File: src/rtl/spi_master.sv
`timescale 1ns/1ps
// SPI mode-0 master: MSB-first, 1..SPI_MAXLEN bits, SCLK = clk/CLK_DIVIDE.
// Latency: pins follow the accept edge by one clk; done at 1+(2n+1)H, busy low at 1+(2n+2)H.
// Backpressure: start is taken only in IDLE; requests while busy are dropped, not queued.
module spi_master #(
    parameter int CLK_DIVIDE = 100,
    parameter int SPI_MAXLEN = 32
) (
    input  logic                        clk,
    input  logic                        rst_n,
    input  logic                        start,
    input  logic [$clog2(SPI_MAXLEN):0] n_clks,
    input  logic [SPI_MAXLEN-1:0]       tx_data,
    output logic [SPI_MAXLEN-1:0]       rx_data,
    output logic                        busy,
    output logic                        done,
    output logic                        SCLK,
    output logic                        MOSI,
    input  logic                        MISO,
    output logic                        SS_N
);

    localparam int H  = CLK_DIVIDE / 2;
    localparam int NW = $clog2(SPI_MAXLEN) + 1;
    localparam int TW = $clog2(H + 1);
    localparam logic [TW-1:0] H_LAST = TW'(H - 1);

    typedef enum logic [2:0] {IDLE, LEAD, HIGH, LOW, TRAIL, GUARD} state_t;

    state_t                state_q, state_d;
    logic [TW-1:0]         tmr_q;
    logic [NW-1:0]         cnt_q;
    logic [NW-1:0]         bit_idx;
    logic [SPI_MAXLEN-1:0] tx_q;
    logic [SPI_MAXLEN-1:0] rx_sr;
    logic                  accept;
    logic                  phase_end;
    logic                  first;
    logic                  mosi_nxt;

    assign accept    = (state_q == IDLE) && start && (n_clks != '0)
                       && (n_clks <= NW'(SPI_MAXLEN));
    assign phase_end = (tmr_q == H_LAST);
    assign first     = (tmr_q == '0);
    // cnt_q is already decremented past the bit just clocked, so cnt_q-1 is the next one
    assign bit_idx   = cnt_q - 1'b1;
    assign mosi_nxt  = |(tx_q & (SPI_MAXLEN'(1) << bit_idx));

    always_ff @(posedge clk or negedge rst_n) begin
        if (!rst_n) begin
            state_q <= IDLE;
        end else begin
            state_q <= state_d;
        end
    end

    always_comb begin
        state_d = state_q;
        case (state_q)
            IDLE:    if (accept)    state_d = LEAD;
            LEAD:    if (phase_end) state_d = HIGH;
            HIGH:    if (phase_end) state_d = (cnt_q != '0) ? LOW : TRAIL;
            LOW:     if (phase_end) state_d = HIGH;
            TRAIL:   if (phase_end) state_d = GUARD;
            GUARD:   if (phase_end) state_d = IDLE;
            default: state_d = IDLE;
        endcase
    end

    // Pins are decoded from the current state and registered, hence the one-clk lag
    always_ff @(posedge clk or negedge rst_n) begin
        if (!rst_n) begin
            tmr_q   <= '0;
            cnt_q   <= '0;
            tx_q    <= '0;
            rx_sr   <= '0;
            rx_data <= '0;
            busy    <= 1'b0;
            done    <= 1'b0;
            SCLK    <= 1'b0;
            MOSI    <= 1'b0;
            SS_N    <= 1'b1;
        end else begin
            if (state_d != state_q || state_q == IDLE) begin
                tmr_q <= '0;
            end else begin
                tmr_q <= tmr_q + 1'b1;
            end

            if (accept) begin
                tx_q  <= tx_data;
                cnt_q <= n_clks;
                rx_sr <= '0;
            end else if (state_d == HIGH && state_q != HIGH) begin
                cnt_q <= cnt_q - 1'b1;
            end

            if (state_q == HIGH && first) begin
                rx_sr <= (rx_sr << 1) | SPI_MAXLEN'(MISO);
            end

            if ((state_q == LEAD || state_q == LOW) && first) begin
                MOSI <= mosi_nxt;
            end else if (state_q == GUARD || state_q == IDLE) begin
                MOSI <= 1'b0;
            end

            if (state_q == GUARD && first) begin
                rx_data <= rx_sr;
            end

            SCLK <= (state_q == HIGH);
            SS_N <= !(state_q inside {LEAD, HIGH, LOW, TRAIL});
            busy <= (state_q != IDLE);
            done <= (state_q == GUARD) && first;
        end
    end

endmodule

File: config.mk
export PLATFORM = sky130hd
export DESIGN_NAME = spi_master
export DESIGN_NICKNAME = d
export VERILOG_FILES = /design/src/rtl/spi_master.sv
export SDC_FILE = /design/constraint.sdc
export NUM_CORES = 1
export LEC_CHECK = 0
export CAP_MARGIN = 5
export CORE_AREA = 2 2 102 104
export CTS_CLUSTER_SIZE = 14
export DETAILED_ROUTE_END_ITERATION = 8
export DIE_AREA = 0 0 104 106
export GPL_ROUTABILITY_DRIVEN = 0
export PLACE_DENSITY = 0.79
export SLEW_MARGIN = 15
export SYNTH_ARGS = -nofsm -noshare
export SYNTH_HDL_FRONTEND = slang
export SYNTH_SLANG_ARGS = --single-unit
File: constraint.sdc
create_clock -name clk -period 2.4 [get_ports clk]
set_input_delay 0.36 -clock clk [delete_from_list [all_inputs] [get_ports clk]]
set_output_delay 0.36 -clock clk [all_outputs]
set_load 0.01 [all_outputs]
* After elaboration in Yosys (flattened, before gate mapping)
Index checks and enable logic that the tools add are counted. W data, S select, Z words.
Storage, ports and cells: register bits 116, input bits 42
Cells by class: bitwise gates (word level) 2, multiplexer cells 14, shift operators 1, add/subtract/negate cells 2, reduce and logical (&&, ||, !) cells 22, $lt $le $gt $ge 1, equality and inequality tests 9
Operators by type and width (count):
- $mux W32 | 2
- $and A32 B32 Y32 | 1
- $or A32 B1 Y32 | 1
- $reduce_or A32 Y1 | 1
- $shl A1 B6 Y32 const A | 1
- $mux W3 | 6
- $mux W6 | 3
- $pmux W3 S5 | 1
- $reduce_bool A6 Y1 | 2
- $eq A3 B2 Y1 const B | 3
- $logic_and A1 B1 Y1 | 7
- $add A6 B1 Y6 const B | 1
- $eq A3 B3 Y1 const B | 2
- $eq A6 B6 Y1 const B | 1
- $le A6 B6 Y1 const B | 1
- $logic_not A6 Y1 | 1
- $reduce_bool A2 Y1 | 3
- $sub A6 B1 Y6 const B | 1
- $reduce_bool A4 Y1 | 1
- $eq A3 B1 Y1 const B | 1
- $logic_not A3 Y1 | 1
- $logic_or A1 B1 Y1 | 3
- $ne A3 B2 Y1 const B | 1
- $ne A3 B3 Y1 | 1
- 4 further kinds | 5

* Longest topological paths before layout
Gate-level depths: netlist of the first run.
word-level depth 10, gate-level depth with buffers 9, depth with buffers taken out 7

* Worst setup path after synthesis of the first run
Ideal clock, no wire load.
path type reg-to-reg, from reg tmr_q[0], to reg rx_data[10], period minus slack after synthesis 2127 ps, setup slack 273 ps, arrival 2002 ps, setup time 125 ps, stages on the path, launching flop included 9, buffers on the path 2, data required time 2275 ps, path through dfrtp_1 -> inv_1 -> ha_1 -> or3b_2 -> nor3_1 -> and4b_1 -> buf_4 -> buf_4 -> mux2_2
On the way: longest elaborated chain between the ends 2
RTL lines:
- start, declared | line 31 | logic [TW-1:0] tmr_q;
- start signal, assigned | line 87 | tmr_q <= tmr_q + 1'b1;
- $logic_not A6 Y1 | line 44 | assign first = (tmr_q == '0);
- $logic_and A1 B1 Y1 | line 108 | if (state_q == GUARD && first) begin
- end signal, assigned | line 109 | rx_data <= rx_sr;
- end, declared | line 14 | output logic [SPI_MAXLEN-1:0] rx_data,
Every way passes these cells. A chain may end at the register's enable or synchronous reset.

* Worst setup path in the final report of the first run
from reg tmr_q[0], to reg rx_data[30]
The elaborated chain is that of the path after synthesis.

==> results of run 1 <==
## stage by stage
step                      total power, uW  utilization [%]
after global routing                 4630             67.3
after global placement               2110             61.3
after floorplan                      1990                -
after CTS                            4540             67.2
after detailed placement             2110             61.3
final                                4500             67.3
## sequential cells by signal, summed over array words and instances (netlist names)
| register | flops |
|---|---|
| cnt_q | 6 |
| rx_data | 32 |
| SCLK | 1 |
| rx_sr | 32 |
| done | 1 |
| SS_N | 1 |
| busy | 1 |
| tx_q | 32 |
| tmr_q | 6 |
| MOSI | 1 |
| state_q | 3 |
## synth_stat cells (4+ instances only)
master      n
ha_1        8
nor2_1     13
inv_1       8
clkbuf_1    9
nand2_1   185
xor2_1      5
o21ai_0    31
o21ai_1     9
mux2_2     35
a22oi_1     4
and3_1      5
buf_2       7
buf_4       8
dfrtp_1   115
nand3_1     5
nor3_1      4
buf_6       7
xnor2_1     7
## layout make-up
type / count / area share, %
sequential: 116 / 43.1
multi-input combinational: 353 / 30.8
timing repair buffer: 94 / 14.5
clock buffer: 18 / 6.35
tap: 136 / 2.53
clock inverter: 14 / 2.25
inverter: 8 / 0.446
## power by group through the flow
stage | Clock [uW] | Sequential (uW) | Combinational (uW)
after global placement | 0 | 1990 | 114
after detailed placement | 0 | 1990 | 115
after floorplan | 0 | 1990 | 1.74
final | 2430 | 1960 | 113
after CTS | 2460 | 1960 | 116
after global routing | 2550 | 1960 | 126
## logic make-up after synthesis
family / count (synthesis) / share of synthesized area [%]
adder cells (fa/ha/maj): 8 / 1.93
flip-flops: 116 / 55.9
AND/OR/NAND/NOR: 229 / 18.7
multiplexers: 40 / 9.27
XOR/XNOR: 13 / 2.34
buffers and inverters: 39 / 4.57
AO/OA/AOI/OAI: 63 / 7.34
## per-layer routing
metal / share of wire [%] / global-route usage (%)
met4: 2.6 / 9.75
met1: 41 / 27.3
met2: 52 / 36.7
met3: 4.7 / 4.23
met5: 0 / 0
## final timing paths
kind | start | to
worst min-delay path | rst_n | tx_q[12]
worst max-delay path | tmr_q[0] | rx_data[30]
worst max register to register | tmr_q[0] | rx_data[30]
max in group asynchronous | rst_n | SS_N
min in group clk | tx_data[2] | tx_q[2]
worst min register to register | tx_q[2] | tx_q[2]
## worst reg2reg max path: cells and delay by family (launching register included)
| family | cells | cell delay, ns |
|---|---|---|
| buffers and inverters | 2 | 0.29 |
| DFF | 1 | 0.42 |
| and+or+nand+nor | 3 | 0.93 |
| adders and majority gates | 1 | 0.13 |
| muxes | 1 | 0.40 |
## cell usage in the layout (no fill, tap or decap), types with 5 or more instances in the layout
cell,n
xor2_1,5
clkbuf_16,16
nand2_1,185
dfrtp_1,114
buf_4,10
mux2_2,35
inv_1,8
nor2_1,13
buf_12,6
clkdlybuf4s50_1,77
nand3_1,5
o21ai_1,9
o21ai_0,31
xnor2_1,7
and3_1,5
ha_1,8
## repair_timing
action | 4_1_cts | 5_1_grt
hold buffers | 1 | 0
endpoints found under the setup margin | 0 | 33
endpoints found under the hold margin | 29 | 0
resized for setup | 0 | 4
==> results.sh, run 1 <==
export IMPL_final_nets=640
export IMPL_crit_fanout=33
export IMPL_cts_made_buffers=17
export IMPL_die_w_um=104
export IMPL_synth_nets=558
export IMPL_postRouteAntennaNets=0
export IMPL_yosys_area_top_type="dfrtp_1"
export IMPL_ys_types=49
export IMPL_pwr_share_seq_pct=43.5
export IMPL_pwr_share_clk_pct=54.0
export IMPL_ios=79
export IMPL_cts_buffer_depth=2
export IMPL_synth_avg_cell_area_um2=10.2
export IMPL_min_period_ns=2.28
export IMPL_worst_setup_path_end_kind="flip-flop"
export IMPL_setup_violations=0
export IMPL_drt_wl_total_um=11300
export IMPL_clock_sinks=116
export IMPL_grt_pass1_wl_um=18900
export IMPL_power_share_switching_pct=21.5
export IMPL_maxSlewHeadroom_pct=64.1
export IMPL_cts_tree="built"
export IMPL_synth_edf_count=0
export IMPL_wl_per_cell_um=15.4
export IMPL_n_fill_cell=738
export IMPL_worst_path_buf_inv=2
export IMPL_yosys_area_top_type_share_pct=55.4
export IMPL_die_area_mm2=0.0110
export IMPL_leakage_uw=0.00314
export IMPL_drv_cap=0
export IMPL_syn_area_mm2=0.00520
export IMPL_yosysWarnings=0
export IMPL_final_cell_count_no_fill=739
export IMPL_fin_skew_ns=0.00985
export IMPL_viasPerCell=5.25
export IMPL_yosys_most_used_dff="dfrtp_1"
export IMPL_synth_area_leaders="dfrtp_1, nand2_1, mux2_2, o21ai_0, ha_1"
export IMPL_drc=0
export IMPL_dpl_hpwl_um=7480
export IMPL_fin_tns_setup_ns=0
export IMPL_fin_crit_sh_pct=95.2
export IMPL_clock_root_buffer="clkbuf_8"
export IMPL_drive_above_1_share_pct=16.7
export IMPL_overflow=0
export IMPL_cp_slowest_stage_delay_ns=0.49
export IMPL_place_inst=706
export IMPL_fmax_mhz=438
export IMPL_cp_slowest_cell="or3b_2"
export IMPL_vias=3880
export IMPL_holdWs_ns=0.311
export IMPL_power_frac_comb_pct=2.5
export IMPL_required_ns=2.79
export IMPL_grt_usage_pct=21.7
export IMPL_cts_max_level=4
export IMPL_synth_cells=508
export IMPL_status="completed"
export IMPL_drt_initial_drc_count=189
export IMPL_power_per_cell_area_mw_per_mm2=668
export IMPL_arrival_ns=2.67
export IMPL_antenna_found_initial=0
export IMPL_rsz0062_at_grt="no"
export IMPL_start_util_pct=52.0
export IMPL_syn_to_final_growth_pct=29.6
export IMPL_cp_depth=7
export IMPL_worstSetupPathType="reg2reg"
export IMPL_seq_area_mm2=0.00291
export IMPL_antenna_diode_count=0
export IMPL_grt_pass1_vias=3938
export IMPL_cp_cell_sequence="inv_1, ha_1, or3b_2, nor3_2, and4b_1, buf_12, mux2_2"
export IMPL_cts_setup_buffers=0
export IMPL_final_cell_area_mm2=0.00673
export IMPL_hold_viol_final=0
export IMPL_multi_input_area_mm2=0.00207
export IMPL_grt_max_degree=88
export IMPL_rows=37
export IMPL_setup_ws_ns=0.115
export IMPL_dieHeight_um=106
export IMPL_hp_class="in2async"
export IMPL_core_mm2=0.0100
export IMPL_reg2regPathDepth=7
export IMPL_clk_pin_slew_ns=0.06
export IMPL_firstDrtPassIters=4
export IMPL_r2r_slack_ns=0.12
export IMPL_p_switching_uw=967
export IMPL_yosysSeqAreaShare_pct=55.9
export IMPL_post_dp_cell_area_mm2=0.00613
export IMPL_tightest_slew_ns=0.534
export IMPL_report_final_slew_viol_count=0
export IMPL_portBuffers=78
export IMPL_clk_latency_ns=0.51
export IMPL_post_place_ws_ns=-0.0331
export IMPL_crit_path_start_kind="flip-flop"
export IMPL_ir_drop_v=0.000413
export IMPL_internal_power_uw=3530
export IMPL_critPathTopFamily="simple AND/OR/NAND/NOR gates"
export IMPL_async_reset_ff_share_pct=100
export IMPL_ys_seq_elements=116
(Power assumes the default switching activity.)
==> run 2, diff against run 1 <==
--- a/config.mk
+++ b/config.mk
@@ -12,6 +12,7 @@
 export DIE_AREA = 0 0 104 106
 export GPL_ROUTABILITY_DRIVEN = 0
 export PLACE_DENSITY = 0.79
+export SKIP_CTS_REPAIR_TIMING = 1
 export SLEW_MARGIN = 15
 export SYNTH_ARGS = -nofsm -noshare
 export SYNTH_HDL_FRONTEND = slang
==> results of run 2 <==
The final DEF is identical to that of run 1; final timing and power are the same.
Main changes from that run: via count of the first global-routing pass 3938 -> 3935
